[src/rtl/servo_pwm_gen.sv]
// Servo PWM generator: fixed-length frames, pulse width slewed toward a
// target by at most STEP cycles per frame, applied only at frame boundaries.
module servo_pwm_gen #(
  parameter int unsigned PERIOD      = 2000000,
  parameter int unsigned DUTY_MIN    = 100000,
  parameter int unsigned DUTY_MAX    = 200000,
  parameter int unsigned DUTY_CENTER = 150000,
  parameter int unsigned STEP        = 1000,
  parameter int unsigned CW          = 21
) (
  input  logic        clk,
  input  logic        rst,
  input  logic [2:0]  servo_flag,
  input  logic        duty_load,
  input  logic [18:0] duty_in,
  output logic        s_pulse,
  output logic [18:0] s_duty,
  output logic        frame_start,
  output logic        busy
);

  typedef enum logic [1:0] {HOLD, RISE, FALL} state_t;

  // Width used when comparing the period counter against the duty.
  localparam int unsigned XW = (CW > 20) ? CW : 20;

  localparam logic [18:0] D_MIN    = 19'(DUTY_MIN);
  localparam logic [18:0] D_MAX    = 19'(DUTY_MAX);
  localparam logic [18:0] D_CENTER = 19'(DUTY_CENTER);
  localparam logic [18:0] D_STEP   = 19'(STEP);
  localparam logic [19:0] W_MIN    = 20'(DUTY_MIN);
  localparam logic [19:0] W_MAX    = 20'(DUTY_MAX);
  localparam logic [19:0] W_STEP   = 20'(STEP);
  localparam logic [CW-1:0] CNT_LAST = CW'(PERIOD - 1);

  logic [CW-1:0] cnt;
  logic [18:0]   target;
  logic [18:0]   target_nx;
  logic [18:0]   duty_nx;
  logic [18:0]   load_val;
  logic [19:0]   duty_w;
  logic [19:0]   tgt_w;
  logic [19:0]   in_w;
  logic [19:0]   sum_w;
  logic          frame_end;
  state_t        state;
  state_t        state_nx;

  // All duty arithmetic is done one bit wider so the +STEP sum cannot wrap.
  assign duty_w    = {1'b0, s_duty};
  assign tgt_w     = {1'b0, target};
  assign in_w      = {1'b0, duty_in};
  assign sum_w     = duty_w + W_STEP;
  assign frame_end = (cnt == CNT_LAST);
  assign busy      = (state != HOLD);

  // Direction of travel derived directly from the live duty/target pair.
  always_comb begin
    state_nx = HOLD;
    if (duty_w < tgt_w) begin
      state_nx = RISE;
    end else if (duty_w > tgt_w) begin
      state_nx = FALL;
    end
  end

  // Slewed duty candidate: one STEP toward target, never overshooting it.
  // The FALL test is rearranged as duty < target + STEP to avoid an underflow.
  always_comb begin
    duty_nx = s_duty;
    case (state_nx)
      RISE:    duty_nx = (sum_w > tgt_w) ? target : sum_w[18:0];
      FALL:    duty_nx = (duty_w < (tgt_w + W_STEP)) ? target : (s_duty - D_STEP);
      default: duty_nx = s_duty;
    endcase
  end

  // Target selection: load (clamped) beats centre beats max beats min.
  always_comb begin
    load_val = duty_in;
    if (in_w < W_MIN) begin
      load_val = D_MIN;
    end else if (in_w > W_MAX) begin
      load_val = D_MAX;
    end
    target_nx = target;
    if (duty_load) begin
      target_nx = load_val;
    end else if (servo_flag[0]) begin
      target_nx = D_CENTER;
    end else if (servo_flag[1]) begin
      target_nx = D_MAX;
    end else if (servo_flag[2]) begin
      target_nx = D_MIN;
    end
  end

  // Frame counter, pulse output, target register, and frame-end duty update.
  always_ff @(posedge clk) begin
    if (rst) begin
      cnt         <= '0;
      target      <= D_CENTER;
      s_duty      <= D_CENTER;
      s_pulse     <= 1'b0;
      frame_start <= 1'b0;
      state       <= HOLD;
    end else begin
      cnt         <= frame_end ? '0 : cnt + CW'(1);
      s_pulse     <= (XW'(cnt) < XW'(s_duty));
      frame_start <= (cnt == '0);
      target      <= target_nx;
      state       <= state_nx;
      if (frame_end) begin
        s_duty <= duty_nx;
      end
    end
  end

endmodule

[config.mk]
export PLATFORM = sky130hd
export DESIGN_NAME = servo_pwm_gen
export DESIGN_NICKNAME = d
export VERILOG_FILES = /design/src/rtl/servo_pwm_gen.sv
export SDC_FILE = /design/constraint.sdc
export NUM_CORES = 1
export LEC_CHECK = 0
export ABC_AREA = 1
export BUFFER_PORTS_ARGS = -buffer_cell sky130_fd_sc_hd__buf_2
export CAP_MARGIN = 10
export CELL_PAD_IN_SITES_DETAIL_PLACEMENT = 1
export CELL_PAD_IN_SITES_GLOBAL_PLACEMENT = 1
export CORE_UTILIZATION = 45
export CTS_BUF_LIST = sky130_fd_sc_hd__clkbuf_8
export CTS_CLUSTER_DIAMETER = 120
export DETAILED_ROUTE_END_ITERATION = 10
export PLACE_DENSITY = 0.8
export RECOVER_POWER = 25
export SETUP_SLACK_MARGIN = 0.05
export SLEW_MARGIN = 20
export SYNTH_ARGS = -nofsm -noshare
export SYNTH_HDL_FRONTEND = slang
export SYNTH_SLANG_ARGS = --single-unit
[constraint.sdc]
create_clock -name clk -period 3.8 [get_ports clk]
set_clock_uncertainty 0.2 [all_clocks]
set_input_delay 0.76 -clock clk [delete_from_list [all_inputs] [get_ports clk]]
set_output_delay 0.76 -clock clk [all_outputs]
set_load 0.01 [all_outputs]
==> flow_summary.json <==
{
  "status": "finished, final reports clean",
  "leakagePower_nw": 3.17,
  "ir_drop_uv": 181,
  "fp.dieW_um": 118,
  "endpoint_kind": "flop",
  "post-route-util_pct": 52.4,
  "crit_arrival_ns": 3.67,
  "grt_max_degree": 32,
  "place.gp.congestion": 0.916,
  "remaining_drc_errors": 0,
  "grt_pass1_wl_mm": 34.3,
  "hold_buffers": 0,
  "clock_latency_ns": 0.37,
  "power_density_mw_per_mm2": 267,
  "ys_seq_area_share_pct": 20.9,
  "max_slew.worst_pin.slew_ns": 0.594,
  "drt_iter0_drc": 480,
  "grt_use_total_pct": 31.8,
  "final_cell_mix": "nand2_1, inv_1, nor2_1",
  "reg2reg_slack_ns": 0.20,
  "die-height_um": 118,
  "synth_cell_types": 49,
  "syn_to_final_growth_pct": 11.7,
  "initial_utilization_pct": 46.9,
  "cts_tree": "done",
  "maxCapViolCount": 0,
  "mostFrequentLayoutCell": "nand2_1",
  "synthXorXnorAreaFrac_pct": 4.80,
  "fill_cells": 1799,
  "yosys.area.top_type": "dfxtp_1",
  "required_ns": 3.88,
  "worst-r2r-cell-count": 19,
  "yosys.area_share.simple_pct": 31.8,
  "finalHoldViolCount": 0,
  "synthesis.nets": 1019,
  "cts_max_path_buffers": 2,
  "clock_sinks": 63,
  "dpl.hpwl_mm": 17.5,
  "muxShareOfSynthArea_pct": 0,
  "drv_slew": 0,
  "min_period_ns": 3.60,
  "grt_pass1_vias": 6576,
  "synth_compound_area_share_pct": 16.1,
  "slew_headroom_pct": 60.0,
  "critical_path.max_fanout": 31,
  "timing.fmax_mhz": 278,
  "yosys.area.top_type_share_pct": 20.9,
  "syn_area_per_cell_um2": 6.54,
  "wl_mm": 21.7,
  "endpoint": "s_duty[5]",
  "io_pins": 47,
  "htree_levels": 3,
  "crit_path_start": "target[8]",
  "tns_ns": 0,
  "numCtsBuffers": 9,
  "design.core.area_mm2": 0.0128,
  "yosys.area_share.adder_pct": 15.4,
  "firstDrtPassIters": 5,
  "synth-seq-cells": 63,
  "globalRouteOverflowTotal": 0,
  "portBuffers": 46,
  "grt_setup_unrepaired": "yes",
  "timing.rr.end": "s_duty[5]",
  "synth_top_family_by_area": "simple AND/OR/NAND/NOR gates",
  "nets": 1080,
  "clockRootBuffer": "clkbuf_8",
  "clkTransAtPathRegs_ns": 0.08,
  "period_share_pct": 94.6,
  "critPathKind": "reg2reg",
  "start_kind": "flop",
  "rr_startpoint": "target[8]",
  "antenna_left": 0,
  "diodes": 0,
  "post_cts_buffers": 0,
  "syn-instance-count": 920,
  "route.vias.total": 6530,
  "final_layout_size_suffix_gt1_share_pct": 13.8,
  "wl_per_cell_um": 18.7,
  "antenna_found_initial": 0,
  "syn-cell-area_mm2": 0.00602,
  "hold_path.class": "reg2reg",
  "finalSetupViolations": 0,
  "drt-vias-per-instance": 5.64,
  "ys_warn_count": 0,
  "dieArea_mm2": 0.0138,
  "synth_area_leaders": "dfxtp_1, ha_1, nand2_1, inv_1, nor2_1",
  "rows": 41
}
## registers in the layout, indices dropped and copies added, names as in the netlist
register,cells
cnt,21
s_duty,19
target,19
state,2
frame_start,1
s_pulse,1
## per-stage QoR
step	setup slack, ns	hold slack (ns)	area, µm²	std cells	power [mW]
final	0.204	0.284	6720	1158	1.79
after global routing	0.0416	0.332	6720	1158	1.88
after CTS	0.143	0.291	6710	1158	1.79
after detailed placement	0.0253	0.271	6510	1142	1.17
after global placement	0.157	0.259	6510	1142	1.15
after floorplan	0.648	0.240	6020	920	1.03
## metal layers
layer	track usage (%)	share of wire [%]	vias up
met5	0	0	-
met4	12.2	2.6	0
met3	4.36	5.3	37
met2	51.1	46	195
met1	42.9	46	3146
li1	-	-	3152
## power by group
part           total (mW)  switching (mW)  internal (mW)
combinational       0.463           0.305          0.158
sequential          0.700          0.0225          0.678
clock               0.630           0.311          0.319
total                1.79           0.638           1.15
## kinds of logic (layout without fill, tap and decap cells)
logic type                 count (synthesis)  count (layout)
AOI/OAI and AO/OA                        168             168
xor gates and xnor gates                  33              33
adders and majority gates                 74              74
buffers and inverters                    157             223
DFF                                       63              63
and+or+nand+nor                          425             425
## critical path: stages (launching register included)
cell	delay [ns]
dfxtp_1	0.43
inv_1	0.20
nand3_1	0.17
nand3_1	0.12
or2_1	0.27
nor2_1	0.10
nand2_1	0.09
nor3_2	0.14
xor2_1	0.09
ha_1	0.30
and3_1	0.19
nor3b_1	0.27
nand3_1	0.14
nand2_1	0.13
buf_12	0.19
o21ai_0	0.13
o211ai_1	0.12
o21ai_1	0.10
nand2_1	0.06
nand2_1	0.04
## timing repair
| item | 4_1_cts | 5_1_grt |
|---|---|---|
| pin swaps | 0 | 0 |
| resized for setup | 1 | 12 |
| endpoints found under the setup margin | 4 | 19 |
## cell type report
class	instances	area [µm²]	area share, %
Multi-Input combinational cell	700	4130	61.5
Sequential cell	63	1270	18.9
Inverter	138	523	7.78
Timing Repair Buffer	69	385	5.73
Tap cell	172	215	3.20
Clock buffer	10	138	2.05
Clock inverter	6	60.1	0.893
## synthesized netlist by cell type (all sizes together)
library cell,count
or2,4
a211oi,1
a31oi,1
nor3,23
ha,74
clkbuf,5
and3,1
and2,1
o2111ai,3
nor3b,3
nor2,107
nand3,34
o21a,2
o221ai,5
xor2,33
buf,14
o31ai,1
nand4,19
inv,136
nor2b,1
and3b,1
dfxtp,63
a21o,4
nor4,12
a21oi,83
nand3b,1
nand2,218
o211ai,6
clkinv,2
a22oi,6
o21ai,56
## worst min-delay path by stage
stage / from / to / cells after the start
floorplan: cnt[0] / cnt[0] / 1
global placement: cnt[0] / cnt[0] / 1
detailed placement: cnt[0] / cnt[0] / 1
CTS: cnt[0] / cnt[0] / 1
global route: cnt[0] / cnt[0] / 1
finish: cnt[0] / cnt[0] / 1
Note: power is estimated with default switching activity, not from simulation.
